**src/rtl/uproc_pkg.sv**
```systemverilog
// Shared datapath definitions for the uProcessor: ALU opcodes and default width.
package uproc_pkg;

   localparam int unsigned DEF_DATA_W = 8;
   localparam int unsigned OP_W       = 4;

   typedef enum logic [OP_W-1:0] {
      NOP = 4'd0,
      LD,
      ADD,
      SUB,
      AND,
      OR,
      XOR,
      SHL,
      SHR,
      MUL
   } alu_op_t;

endpackage

```
**src/rtl/accu_alu_if.sv**
```systemverilog
// Control-unit <-> accumulator/ALU bus: op issue, operands, result and handshake.
interface accu_alu_if #(
   parameter int unsigned DATA_W = uproc_pkg::DEF_DATA_W
);

   logic                     op_valid;
   logic [uproc_pkg::OP_W-1:0] op;
   logic                     imm_sel;
   logic [DATA_W-1:0]        imm;
   logic [DATA_W-1:0]        reg_in;
   logic [DATA_W-1:0]        A;
   logic                     zero;
   logic                     carry;
   logic                     busy;
   logic                     done;

   modport master (
      output op_valid, op, imm_sel, imm, reg_in,
      input  A, zero, carry, busy, done
   );

   modport slave (
      input  op_valid, op, imm_sel, imm, reg_in,
      output A, zero, carry, busy, done
   );

endinterface

```
**src/rtl/mul_seq.sv**
```systemverilog
// Unsigned shift-add multiplier: one partial product per cycle for DATA_W cycles.
module mul_seq
   import uproc_pkg::*;
#(
   parameter int unsigned DATA_W = DEF_DATA_W
) (
   input  logic                  clk,
   input  logic                  nReset,
   input  logic                  start,
   input  logic [DATA_W-1:0]     a,
   input  logic [DATA_W-1:0]     b,
   output logic                  busy,
   output logic                  done,
   output logic [2*DATA_W-1:0]   product
);

   localparam int unsigned CNT_W = $clog2(DATA_W + 1);

   logic [CNT_W-1:0]    cnt;
   logic [2*DATA_W-1:0] mcand;
   logic [2*DATA_W-1:0] acc;
   logic [DATA_W-1:0]   mplier;

   // product already folds in the current step, so the final sum is ready on the last busy edge
   always_comb begin
      product = acc + (mplier[0] ? mcand : '0);
      done    = busy && (cnt == CNT_W'(DATA_W - 1));
   end

   always_ff @(posedge clk or negedge nReset) begin
      if (!nReset) begin
         busy   <= 1'b0;
         cnt    <= '0;
         mcand  <= '0;
         acc    <= '0;
         mplier <= '0;
      end else if (busy) begin
         acc    <= product;
         mcand  <= mcand << 1;
         mplier <= mplier >> 1;
         cnt    <= cnt + CNT_W'(1);
         if (done) begin
            busy <= 1'b0;
         end
      end else if (start) begin
         busy   <= 1'b1;
         cnt    <= '0;
         acc    <= '0;
         mcand  <= {{DATA_W{1'b0}}, a};
         mplier <= b;
      end
   end

endmodule

```
**src/rtl/accu_alu.sv**
```systemverilog
// Accumulator A with Z/C flags, single-cycle ALU and sequenced multiply behind busy/done.
module accu_alu
   import uproc_pkg::*;
#(
   parameter int unsigned DATA_W = DEF_DATA_W
) (
   input  logic        clk,
   input  logic        nReset,
   accu_alu_if.slave   bus
);

   logic [DATA_W-1:0]   opnd;
   logic [DATA_W:0]     sum;
   logic [DATA_W-1:0]   alu_a;
   logic                alu_c;
   logic                alu_wr;
   logic                accept;
   logic                mul_start;
   logic                mul_busy;
   logic                mul_done;
   logic [2*DATA_W-1:0] product;

   logic [DATA_W-1:0]   a_q;
   logic                zero_q;
   logic                carry_q;
   logic                done_q;

   always_comb begin
      opnd   = bus.imm_sel ? bus.imm : bus.reg_in;
      sum    = {1'b0, a_q} + {1'b0, opnd};
      alu_a  = a_q;
      alu_c  = carry_q;
      alu_wr = 1'b0;
      case (alu_op_t'(bus.op))
         LD:  begin alu_a = opnd;                               alu_wr = 1'b1; end
         ADD: begin {alu_c, alu_a} = sum;                       alu_wr = 1'b1; end
         SUB: begin alu_a = a_q - opnd; alu_c = (a_q < opnd);   alu_wr = 1'b1; end
         AND: begin alu_a = a_q & opnd;                         alu_wr = 1'b1; end
         OR:  begin alu_a = a_q | opnd;                         alu_wr = 1'b1; end
         XOR: begin alu_a = a_q ^ opnd;                         alu_wr = 1'b1; end
         SHL: begin alu_c = a_q[DATA_W-1]; alu_a = a_q << 1;    alu_wr = 1'b1; end
         SHR: begin alu_c = a_q[0];        alu_a = a_q >> 1;    alu_wr = 1'b1; end
         default: ;
      endcase
   end

   // MUL is not an ALU write: the multiplier owns A until its done edge
   always_comb begin
      accept    = bus.op_valid && !mul_busy;
      mul_start = accept && (alu_op_t'(bus.op) == MUL);
   end

   mul_seq #(
      .DATA_W (DATA_W)
   ) u_mul (
      .clk     (clk),
      .nReset  (nReset),
      .start   (mul_start),
      .a       (a_q),
      .b       (opnd),
      .busy    (mul_busy),
      .done    (mul_done),
      .product (product)
   );

   always_ff @(posedge clk or negedge nReset) begin
      if (!nReset) begin
         a_q     <= '0;
         zero_q  <= 1'b0;
         carry_q <= 1'b0;
         done_q  <= 1'b0;
      end else begin
         done_q <= 1'b0;
         if (mul_done) begin
            a_q     <= product[DATA_W-1:0];
            carry_q <= |product[2*DATA_W-1:DATA_W];
            zero_q  <= (product[DATA_W-1:0] == '0);
            done_q  <= 1'b1;
         end else if (accept && alu_wr) begin
            a_q     <= alu_a;
            carry_q <= alu_c;
            zero_q  <= (alu_a == '0);
            done_q  <= 1'b1;
         end
      end
   end

   always_comb begin
      bus.A     = a_q;
      bus.zero  = zero_q;
      bus.carry = carry_q;
      bus.busy  = mul_busy;
      bus.done  = done_q;
   end

endmodule

```
**src/flat_wrapper.sv**
```systemverilog
// flat-port wrapper written by rule: the top's interface ports become plain ports
module accu_alu_flat import uproc_pkg::*;
#(
   parameter int unsigned DATA_W = DEF_DATA_W
)
  (clk, nReset, bus_op_valid, bus_op, bus_imm_sel, bus_imm, bus_reg_in, bus_A, bus_zero, bus_carry, bus_busy, bus_done);
  accu_alu_if #(.DATA_W(DATA_W)) bus_i ();
  input  logic clk;
  input  logic nReset;
  input wire logic [$bits(bus_i.op_valid)-1:0] bus_op_valid;
  input wire logic [$bits(bus_i.op)-1:0] bus_op;
  input wire logic [$bits(bus_i.imm_sel)-1:0] bus_imm_sel;
  input wire logic [$bits(bus_i.imm)-1:0] bus_imm;
  input wire logic [$bits(bus_i.reg_in)-1:0] bus_reg_in;
  output wire logic [$bits(bus_i.A)-1:0] bus_A;
  output wire logic [$bits(bus_i.zero)-1:0] bus_zero;
  output wire logic [$bits(bus_i.carry)-1:0] bus_carry;
  output wire logic [$bits(bus_i.busy)-1:0] bus_busy;
  output wire logic [$bits(bus_i.done)-1:0] bus_done;
  assign bus_i.op_valid = bus_op_valid;
  assign bus_i.op = bus_op;
  assign bus_i.imm_sel = bus_imm_sel;
  assign bus_i.imm = bus_imm;
  assign bus_i.reg_in = bus_reg_in;
  assign bus_A = bus_i.A;
  assign bus_zero = bus_i.zero;
  assign bus_carry = bus_i.carry;
  assign bus_busy = bus_i.busy;
  assign bus_done = bus_i.done;
  accu_alu #(.DATA_W(DATA_W)) u_core (.clk(clk), .nReset(nReset), .bus(bus_i));
endmodule
```
**config.mk**
```make
export PLATFORM = sky130hd
export DESIGN_NAME = accu_alu_flat
export DESIGN_NICKNAME = d
export VERILOG_FILES = /design/src/rtl/uproc_pkg.sv /design/src/rtl/accu_alu_if.sv /design/src/rtl/mul_seq.sv /design/src/rtl/accu_alu.sv /design/src/flat_wrapper.sv
export SDC_FILE = /design/constraint.sdc
export NUM_CORES = 1
export LEC_CHECK = 0
export BUFFER_PORTS_ARGS = -buffer_cell sky130_fd_sc_hd__buf_2
export CORE_MARGIN = 1.5
export CORE_UTILIZATION = 30
export CTS_CLUSTER_SIZE = 12
export DETAILED_ROUTE_END_ITERATION = 6
export PLACE_DENSITY = 0.47
export SYNTH_ARGS = -nofsm -noshare
export SYNTH_HDL_FRONTEND = slang
export SYNTH_HIERARCHICAL = 1
export SYNTH_SLANG_ARGS = --single-unit
```
**constraint.sdc**
```tcl
create_clock -name clk -period 4.6 [get_ports clk]
set_clock_uncertainty 0.15 [all_clocks]
set_input_delay 0.46 -clock clk [delete_from_list [all_inputs] [get_ports clk]]
set_output_delay 0.46 -clock clk [all_outputs]
set_load 0.01 [all_outputs]
```
==> impl_results.md, run 1 <==
* Result of the run: finished, final reports clean
* Clock tree from TritonCTS: built
* Flip-flop and latch count after synthesis at 56
* Total length of routed met3 wires at 701 µm
* GRT Total Usage at 0.170
* Filler Cells Inserted at between 1.5k and 2k
* Number of global-route vias before repair at 4415
* Postcts setup bufs at 0
* Number of sinks on the clock net at 56
* Required time reported for the critical path endpoint at about 4600 ps
* Syn Inst Count at 603
* Fmax achieved at 283 MHz
* Placed instance count at around 830
* Number of placed I/O pins at 36
* Post-route minimum period at approximately 3500 ps
* First-pass GRT wire length at 24.1 mm
* Number of buffers created by CTS at 5
* Worst reg-to-reg path cell count at 12
* Violation count after the first detailed-route iteration at about 470
* # hold bufs at CTS at 0
* CP max FO at 17
* Buf+Inv Stages, Crit Path at 0
* Worst-margin pin slew at roughly 900 ps
* Longest individual stage delay on the worst path at ~540 ps
* Overall overflow remaining after global route at 0
* Distinct cell type count of the synthesized netlist at 76
* Async set-reset flop share out of synthesis at 1.00
* Port Buffer Count at 35
* Series of cell instances along the critical path: and2_1 -> ha_1 -> fa_1 -> a21o_1 -> a221oi_2 -> o211ai_1 -> a31o_2 -> and2_1 -> nor4_1 -> nand4_1 -> o211ai_1 -> o22ai_1
* Post-cts sizing count at 0
* Reg-to-reg critical path endpoint: u_core/bus.carry
* Startpoint of the worst-slack reg-to-reg timing path: u_core/u_mul/mplier[0]
* Setup repair after global routing missed its margin: no
* Via Count at roughly 4.5k
* Height of the die at around 130 µm
* Effective utilization at floorplan at 0.306
* Via-to-Cell Ratio at around 5.4
* Combined area of all synthesized cells at between 0.005 and 0.006 mm²
* Pins Over Slew Limit at 0
* Data arrival time at the worst-slack endpoint at about 3600 ps
* Period utilization at 0.769
* Per-cell routed wire length at roughly 17 µm
* Slack of the worst reg-to-reg path at 1060 ps
* Max rail drop VDD at 0.157 mV
* Core Region at between 0.015 and 0.02 mm²
* Max-Slew Margin vs Limit at 0.400
* Count of cell instances traversed by the critical path at 12
* Highest metal layer with signal wires: met4
* Synth-to-layout area growth at 8.53%
* Number of standard cells in the final layout excluding fillers at approximately 830
* Clk slew on worst S/H paths at 70 ps
* Core Rows at 47
* Primary flip-flop cell chosen by synthesis mapping: sky130_fd_sc_hd__dfrtp_1
* Die footprint at approximately 0.018 mm²
* WL final at ~14 mm
* Length of the first detailed-routing pass in iterations at 5
* Bufs on Longest Clock Path at 2
* Top delay family on crit path: compound AO/OA/AOI/OAI gates
* Clock root cell: sky130_fd_sc_hd__clkbuf_16
* CP startpoint kind: flip-flop
* Number of enable-type register cells in the synthesized netlist at 0
* PwrDens at ~500 mW/mm²
* Avg Synthesized Cell Area at around 8.4 µm²
* Post-layout net count at ~680
* Sequential area share after synthesis at 0.277
* Number of antenna-violating nets in the routed design at 0
* Net count of the mapped netlist at around 670
* CP Class: reg2reg
* Fraction of layout instances using a drive strength above 1 at 0.111
* Critical Path Slowest Stage Cell: sky130_fd_sc_hd__dfrtp_1
* Leading cell types in the layout, fill and taps excluded: 63 x sky130_fd_sc_hd__nand2_1, 57 x sky130_fd_sc_hd__o21ai_0, 55 x sky130_fd_sc_hd__dfrtp_1
* Setup_tns at 0 ps
* Leakage power figure at around 2.4 nW
* HPWL after detailed placement at 10.6 mm
* Number of failing setup endpoints in the final timing report at 0
* Diodes inserted at 0
* Pin count of the biggest net entering global routing at 57
* Gpl congestion at 0.895
* Length of routed wiring on met1 at 7.44 mm
* Routed length on met2 at just over 6 mm
* Initial antenna violation count at 0
* DRC violations left at 0
* Max-cap viol count at 0
* Post-route core utilization at 0.332
* Crit end category: flip-flop
* Final hold violation count at 0
* Die width at between 100 and 150 µm
* Maximum level of the CTS H-tree at 2
* Most common cell after layout, fill and taps aside: sky130_fd_sc_hd__nand2_1
* Total number of yosys warnings at 6
* Clock latency of the later-clocked register in the worst-skew pair at ~300 ps
* Hold Crit Class: in2async
-- report_power, final --
part | leakage (nW) | total (W) | internal (W) | switching (W)
Sequential | 0.727 | 0.000921 | 0.000680 | 0.000241
Combinational | 1.62 | 0.00141 | 0.000586 | 0.000828
Clock | 0.0675 | 0.000391 | 0.000205 | 0.000186
-- per-stage QoR --
step | total power [W] | hold WS, ps | setup slack (ps) | instance area, µm²
after floorplan | 0.00192 | 14.4 | 1440 | 5060
after global placement | 0.00234 | 310 | 1050 | 5350
after detailed placement | 0.00233 | 323 | 894 | 5350
after CTS | 0.00274 | 183 | 1030 | 5490
after global routing | 0.00297 | 215 | 797 | 5490
final | 0.00273 | 144 | 1060 | 5490
-- routing by layer --
metal	vias up	global-route usage
met4	0	0.0324
li1	2202	-
met3	10	0.0310
met5	-	0
met1	2187	0.248
met2	112	0.264
-- how the worst max path moves through the flow --
stage	from	to	slack (ps)
after CTS	u_core/u_mul/mplier[0]	u_core/bus.carry	1030
after detailed placement	bus_imm_sel	u_core/bus.A[6]	890
after global routing	u_core/u_mul/mplier[0]	u_core/bus.carry	800
final	u_core/u_mul/mplier[0]	u_core/bus.carry	1060
after floorplan	bus_imm_sel	u_core/bus.A[6]	1440
after global placement	bus_imm_sel	u_core/bus.A[6]	1050
-- state kept, by name, indices dropped and copies added, names as in the netlist --
| name | flops |
|---|---|
| u_core/u_mul/mcand | 16 |
| u_core/bus.A | 8 |
| u_core/u_mul/cnt | 4 |
| u_core/bus.carry | 1 |
| u_core/bus.done | 1 |
| u_core/u_mul/acc | 16 |
| u_core/bus.zero | 1 |
| u_core/u_mul/busy | 1 |
| u_core/u_mul/mplier | 8 |
-- worst reg2reg max path, stage by stage, from the launching register on --
cell                       delay (ps)
sky130_fd_sc_hd__dfrtp_1          540
sky130_fd_sc_hd__and2_1           220
sky130_fd_sc_hd__ha_1             210
sky130_fd_sc_hd__fa_1             420
sky130_fd_sc_hd__a21o_1           230
sky130_fd_sc_hd__a221oi_2         400
sky130_fd_sc_hd__o211ai_1         160
sky130_fd_sc_hd__a31o_2           260
sky130_fd_sc_hd__and2_1           150
sky130_fd_sc_hd__nor4_1           290
sky130_fd_sc_hd__nand4_1          150
sky130_fd_sc_hd__o211ai_1         150
sky130_fd_sc_hd__o22ai_1           80
-- cell type report --
type                       count  area [µm²]  area share
clock inverter                 2        16.3     0.00296
sequential                    56        1400       0.255
tap                          220         275      0.0501
timing repair buffer          38         198      0.0360
clock buffer                   6         129      0.0235
inverter                      29         109      0.0198
multi-input combinational    483        3360       0.612
-- Yosys cell counts (all sizes together), types with 5 or more instances --
cell type / count / area share
clkbuf: 19 / 0.014
xor2: 7 / 0.012
o21ai: 58 / 0.057
and2: 23 / 0.029
nand2b: 16 / 0.020
a21o: 6 / 0.0089
ha: 43 / 0.11
nor3: 5 / 0.0049
o211ai: 5 / 0.0074
or3: 5 / 0.0062
nor2b: 6 / 0.0074
and3: 5 / 0.0062
nand4: 9 / 0.011
a21oi: 42 / 0.042
xnor2: 12 / 0.021
nor4: 6 / 0.0087
nand2: 63 / 0.047
o22ai: 9 / 0.011
inv: 28 / 0.021
buf: 16 / 0.023
mux2i: 27 / 0.056
a22o: 15 / 0.026
nor2: 34 / 0.026
nand3: 16 / 0.017
dfrtp: 56 / 0.28
-- logic make-up after synthesis --
logic type,Yosys count,synth area share
simple gates,200,0.205
fa+ha+maj,46,0.118
xor+xnor,19,0.0329
flops,56,0.277
mux,31,0.0655
compound gates,187,0.243
buf+inv,64,0.0591
Power figures use the tool's default switching activity.
==> run 2, diff against run 1 <==
==> constraint.sdc (replaced) <==
create_clock -name clk -period 3.3 [get_ports clk]
set_clock_uncertainty 0.15 [all_clocks]
set_input_delay 0.33 -clock clk [delete_from_list [all_inputs] [get_ports clk]]
set_output_delay 0.33 -clock clk [all_outputs]
set_load 0.01 [all_outputs]
==> impl_results.md, run 2 (same netlist as run 1, synthesis figures left out) <==
* Result of the run: finished, final reports clean
* Setup_tns at 0 ps (unchanged)
* Number of global-route vias before repair at 4403 (-0.27%)
* Number of antenna-violating nets in the routed design at 0 (unchanged)
* Synth-to-layout area growth at 14.6%
* Final hold violation count at 0 (unchanged)
* Maximum level of the CTS H-tree at 2 (unchanged)
* Per-cell routed wire length at 17.5 µm (+0.53%)
* Overall overflow remaining after global route at 0 (unchanged)
* Fraction of layout instances using a drive strength above 1 at 0.162 (+0.0510)
* CP max FO at 4 (-13)
* Via Count at 4632 (+2.7%)
* Length of routed wiring on met1 at 7.74 mm (+3.9%)
* WL final at 15.1 mm (+4.0%)
* Pins Over Slew Limit at 0 (unchanged)
* Registers with the most flip-flops: u_core/u_mul/acc (16), u_core/u_mul/mcand (16)
* Worst reg-to-reg path cell count at 12 (unchanged)
* Max-Slew Margin vs Limit at 0.494 (+0.0944)
* Hold Crit Class: in2async
* Bufs on Longest Clock Path at 2 (unchanged)
* Number of failing setup endpoints in the final timing report at 0 (unchanged)
* Core Rows at 47 (unchanged)
* Highest metal layer with signal wires: met4
* CP startpoint kind: flip-flop
* Initial antenna violation count at 0 (unchanged)
* Leading cell types in the layout, fill and taps excluded: 63 x sky130_fd_sc_hd__nand2_1, 57 x sky130_fd_sc_hd__o21ai_0, 55 x sky130_fd_sc_hd__dfrtp_1
* Number of sinks on the clock net at 56 (unchanged)
* Height of the die at 133 µm (unchanged)
* Clock latency of the later-clocked register in the worst-skew pair at 310 ps (about the same)
* Die width at 133 µm (unchanged)
* First-pass GRT wire length at 24.5 mm (+1.5%)
* Clock tree from TritonCTS: built
* Period utilization at 0.948 (+0.179)
* Clock root cell: sky130_fd_sc_hd__clkbuf_16
* PwrDens at 701 mW/mm² (+41%)
* Total length of routed met3 wires at 883 µm (+26%)
* Setup repair after global routing missed its margin: no
* Post-route minimum period at 3130 ps (-409 ps)
* Max-cap viol count at 0 (unchanged)
* # hold bufs at CTS at 0 (unchanged)
* Diodes inserted at 0 (unchanged)
* DRC violations left at 0 (unchanged)
* Post-layout net count at 712 (+4.2%)
* Port Buffer Count at 35 (unchanged)
* Die footprint at 0.0177 mm² (unchanged)
* Clk slew on worst S/H paths at 70 ps (about the same)
* Most common cell after layout, fill and taps aside: sky130_fd_sc_hd__nand2_1
* Data arrival time at the worst-slack endpoint at 3160 ps (-410 ps)
* Effective utilization at floorplan at 0.306 (unchanged)
* Number of buffers created by CTS at 5 (unchanged)
* Series of cell instances along the critical path: and2_1 -> ha_2 -> fa_2 -> a21o_1 -> a221oi_4 -> o211ai_1 -> a31o_2 -> and2_1 -> nor4_1 -> nand4_1 -> o211ai_1 -> o22ai_1
* Routed length on met2 at 6.18 mm (-0.50%)
* Number of placed I/O pins at 36 (unchanged)
* Critical Path Slowest Stage Cell: sky130_fd_sc_hd__dfrtp_1
* Worst-margin pin slew at 759 ps (-141 ps)
* Length of the first detailed-routing pass in iterations at 7 (+2)
* Core Region at 0.0165 mm² (unchanged)
* HPWL after detailed placement at 11.1 mm (+4.6%)
* CP Class: reg2reg
* Violation count after the first detailed-route iteration at 387 (-17%)
* Fmax achieved at 320 MHz (+13%)
* Crit end category: flip-flop
* GRT Total Usage at 0.173 (+0.00297)
* Max rail drop VDD at 0.241 mV (+54%)
* Required time reported for the critical path endpoint at 3330 ps (-1300 ps)
* Gpl congestion at 0.885 (-1.2%)
* Longest individual stage delay on the worst path at 410 ps (-130 ps)
* Via-to-Cell Ratio at 5.37 (-0.77%)
* Leakage power figure at 2.57 nW (+6.3%)
* Pin count of the biggest net entering global routing at 57 (unchanged)
* Final total power at 0.00406 W (+49%)
==> run 2: changes by cell type in the layout (fill, tap and decap cells not counted), sizes merged <==
cell / before / now
bufinv: 0 / 1
inv: 29 / 28
buf: 38 / 67
clkbuf: 6 / 7
clkinvlp: 1 / 0
==> run 2: final cells by class <==
cell class	count	area, µm²
fillers	1703	10700
multi-input cells	483	3410
flip-flops and latches	56	1400
repair buffers	67	415
well taps	220	275
clock buffers	7	153
inverters	29	109
clock inverters	1	30.0
==> run 2: final timing paths <==
path                                        start                     end  slack [ps]
hold reg to reg            u_core/u_mul/mplier[5]  u_core/u_mul/mplier[4]         340
setup reg to reg           u_core/u_mul/mplier[0]        u_core/bus.carry         170
hold / removal                             nReset     u_core/u_mul/cnt[0]          10
min in group clk           u_core/u_mul/mplier[5]  u_core/u_mul/mplier[4]         340
setup / recovery           u_core/u_mul/mplier[0]        u_core/bus.carry         170
max in group asynchronous                  nReset       u_core/u_mul/busy        2460
==> run 2: layer usage <==
layer,track usage,vias to the layer above
met5,0,-
met4,0.0495,0
met3,0.0241,21
met2,0.244,141
met1,0.271,2216
li1,-,2254
==> run 2: critical path: cells and delay by family (launching register included) <==
family	cells	cell delay, ps
AO/OA/AOI/OAI	6	1130
AND/OR/NAND/NOR	4	770
adder cells (fa/ha/maj)	2	550
flip-flops	1	410
==> run 2: metrics by stage <==
step	util	std cells	hold WS [ps]	worst slack, ps	area [µm²]
6_report	0.351	863	10.8	172	5800
5_1_grt	0.351	863	94.0	11.2	5800
4_1_cts	0.347	861	60.4	48.2	5730
3_5_place_dp	0.336	853	325	14.2	5550
3_3_place_gp	0.336	853	315	125	5550
2_1_floorplan	-	603	-116	268	5060
==> run 2: what timing repair did <==
| item | CTS | global route |
|---|---|---|
| setup endpoints to repair | 0 | 1 |
| gates resized for setup | 0 | 9 |
| buffers inserted | 0 | 2 |
==> run 2: where the power goes <==
part | internal, W | switching [W]
combinational | 0.000913 | 0.00128
sequential | 0.000950 | 0.000252
clock | 0.000401 | 0.000261
==> run 3, diff against run 2 <==
--- a/config.mk
+++ b/config.mk
@@ -6,11 +6,13 @@
 export NUM_CORES = 1
 export LEC_CHECK = 0
 export BUFFER_PORTS_ARGS = -buffer_cell sky130_fd_sc_hd__buf_2
+export CELL_PAD_IN_SITES_DETAIL_PLACEMENT = 0
+export CELL_PAD_IN_SITES_GLOBAL_PLACEMENT = 1
 export CORE_MARGIN = 1.5
-export CORE_UTILIZATION = 30
+export CORE_UTILIZATION = 47
 export CTS_CLUSTER_SIZE = 12
 export DETAILED_ROUTE_END_ITERATION = 6
-export PLACE_DENSITY = 0.47
+export PLACE_DENSITY = 0.83
 export SYNTH_ARGS = -nofsm -noshare
 export SYNTH_HDL_FRONTEND = slang
 export SYNTH_HIERARCHICAL = 1
==> impl_results.md, run 3 (same netlist as run 1, synthesis figures left out) <==
* Number of placed I/O pins at 36 (unchanged)
* Gpl congestion at 0.946 (+6.9%)
* DRC violations left at 0 (unchanged)
* Height of the die at 107 µm (-20%)
* Clock tree from TritonCTS: built
* Switching part of the total power at 0.464 (+0.0208)
* Data arrival time at the worst-slack endpoint at 3170 ps (about the same)
* HPWL after detailed placement at 10.6 mm (-5.1%)
* Per-cell routed wire length at 18.1 µm (+3.8%)
* Post-layout net count at 708 (-0.56%)
* Number of failing setup endpoints in the final timing report at 0 (unchanged)
* Die width at 107 µm (-20%)
* Footprint of the multi-input gates at 0.00337 mm² (-1.2%)
* Filler Cells Inserted at 996 (-42%)
* Buf+Inv Stages, Crit Path at 0 (unchanged)
* Fraction of layout instances using a drive strength above 1 at 0.147 (-0.0146)
* Setup_tns at 0 ps (unchanged)
* Core Rows at 37 (-21%)
* Top delay family on crit path: compound AO/OA/AOI/OAI gates
* Hold Crit Class: in2async
* Violation count after the first detailed-route iteration at 422 (+9.0%)
* GRT Total Usage at 0.248 (+0.0751)
* Launching element of the worst setup path: u_core/u_mul/mplier[0]
* Overall overflow remaining after global route at 0 (unchanged)
* Leading cell types in the layout, fill and taps excluded: 63 x sky130_fd_sc_hd__nand2_1, 57 x sky130_fd_sc_hd__o21ai_0, 55 x sky130_fd_sc_hd__dfrtp_1
* Series of cell instances along the critical path: and2_1 -> ha_1 -> fa_1 -> a21o_1 -> a221oi_2 -> o211ai_1 -> a31o_2 -> and2_1 -> nor4_2 -> nand4_1 -> o211ai_1 -> o22ai_1
* CP startpoint kind: flip-flop
* Number of global-route vias before repair at 4338 (-1.5%)
* Registers with the most flip-flops: u_core/u_mul/acc (16), u_core/u_mul/mcand (16)
* Post-route core utilization at 0.535 (+0.184)
* Diodes inserted at 0 (unchanged)
* Core Region at 0.0104 mm² (-37%)
* Area taken by flip-flops and latches at 0.00140 mm² (unchanged)
* CP Class: reg2reg
* Postcts setup bufs at 0 (unchanged)
* Internal power of the cells at 0.00202 W (-11%)
* Crit end category: flip-flop
* Max-cap viol count at 0 (unchanged)
* Maximum level of the CTS H-tree at 2 (unchanged)
* Post-route minimum period at 3120 ps (-3.58 ps)
* Final hold violation count at 0 (unchanged)
* Max-Slew Margin vs Limit at 0.531 (+0.0370)
* Comb pwr share at 0.578 (+0.037)
* Leakage power figure at 2.52 nW (-2.0%)
* Effective utilization at floorplan at 0.488 (+0.182)
* Pin count of the biggest net entering global routing at 73 (+28%)
* Initial antenna violation count at 0 (unchanged)
* Required time reported for the critical path endpoint at 3350 ps (+20 ps)
* Synth-to-layout area growth at 9.62%
* Startpoint of the worst-slack reg-to-reg timing path: u_core/u_mul/mplier[0]
* Port Buffer Count at 35 (unchanged)
* Critical Path Slowest Stage Cell: sky130_fd_sc_hd__dfrtp_1
* Clock latency of the later-clocked register in the worst-skew pair at 320 ps (about the same)
* Relative contribution of sequential cells to total power at 0.314 (+0.018)
* Number of antenna-violating nets in the routed design at 0 (unchanged)
* Via Count at 4700 (+1.5%)
* CP max FO at 3 (-1)
* Number of sinks on the clock net at 56 (unchanged)
* Net Sw Power at 0.00175 W (-2.7%)
* WL final at 14.1 mm (-6.7%)
* Result of the run: finished, final reports clean
* Length of the first detailed-routing pass in iterations at 7 (unchanged)
* Via-to-Cell Ratio at 6.06 (+13%)
* Pins Over Slew Limit at 0 (unchanged)
* First-pass GRT wire length at 22.5 mm (-8.0%)
* Setup repair after global routing missed its margin: no
* Most common cell after layout, fill and taps aside: sky130_fd_sc_hd__nand2_1
* Period utilization at 0.947 (-0.00109)
* Worst-margin pin slew at 703 ps (-55.5 ps)
* Clk pwr share at 0.108 (-0.055)
* Clock root cell: sky130_fd_sc_hd__clkbuf_8
* Bufs on Longest Clock Path at 2 (unchanged)
* Max rail drop VDD at 0.561 mV (+130%)
* Clk slew on worst S/H paths at 110 ps (+40 ps)
* Fmax achieved at 320 MHz (+0.11%)
* Longest individual stage delay on the worst path at 420 ps (about the same)
* PwrDens at 680 mW/mm² (-2.9%)
* Die footprint at 0.0114 mm² (-35%)
* Number of buffers created by CTS at 5 (unchanged)
-- run 3: cell types whose count changed in the layout (fill, tap and decap cells not counted), moves of 2 or more --
cell,change
sky130_fd_sc_hd__buf_4,-6
sky130_fd_sc_hd__clkbuf_16,-5
sky130_fd_sc_hd__clkbuf_8,+4
sky130_fd_sc_hd__ha_1,+2
sky130_fd_sc_hd__ha_4,-2
-- run 3: worst paths after layout --
| kind | end | slack, ps | depth (start not counted) |
|---|---|---|---|
| min in group clk | u_core/u_mul/mplier[3] | 350 | 2 |
| worst min register to register | u_core/u_mul/mplier[3] | 350 | 2 |
| worst max-delay path | u_core/bus.carry | 180 | 12 |
| worst min-delay path | u_core/u_mul/acc[13] | 350 | 2 |
| worst max register to register | u_core/bus.carry | 180 | 12 |
| max in group asynchronous | u_core/u_mul/busy | 1920 | 3 |
-- run 3: power groups by stage --
stage | clock network [W] | logic [W] | registers, W
after CTS | 0.000419 | 0.00214 | 0.00119
after floorplan | 0 | 0.00149 | 0.00119
after detailed placement | 0 | 0.00213 | 0.00120
after global placement | 0 | 0.00209 | 0.00119
final | 0.000406 | 0.00218 | 0.00119
after global routing | 0.000446 | 0.00240 | 0.00123
-- run 3: area by class of cell --
cell class | instances | area share
multi-input cells | 483 | 0.608
flip-flops and latches | 56 | 0.253
repair buffers | 63 | 0.0722
well taps | 136 | 0.0307
inverters | 29 | 0.0196
clock buffers | 7 | 0.0156
clock inverters | 1 | 0.00135
-- run 3: metrics by stage --
stage / hold slack [ps] / area, µm² / setup WS [ps] / std cells / total power [W]
detailed placement: 171 / 5430 / 45.7 / 766 / 0.00333
global route: 376 / 5550 / 14.0 / 775 / 0.00407
floorplan: -116 / 5060 / 268 / 603 / 0.00267
finish: 345 / 5550 / 176 / 775 / 0.00377
global placement: 175 / 5430 / 163 / 766 / 0.00329
CTS: 351 / 5530 / 142 / 775 / 0.00375
-- run 3: per-layer routing --
| layer | global-route usage | wire length [µm] |
|---|---|---|
| met1 | 0.379 | 6800 |
| met5 | 0 | 0 |
| met2 | 0.363 | 6050 |
| met4 | 0.0648 | 267 |
| met3 | 0.0383 | 949 |
-- run 3: repair_timing --
| item | in CTS | in global routing |
|---|---|---|
| hold buffers | 1 | 0 |
| endpoints found under the hold margin | 18 | 0 |
| setup endpoints to repair | 0 | 1 |
| gates resized for setup | 0 | 3 |
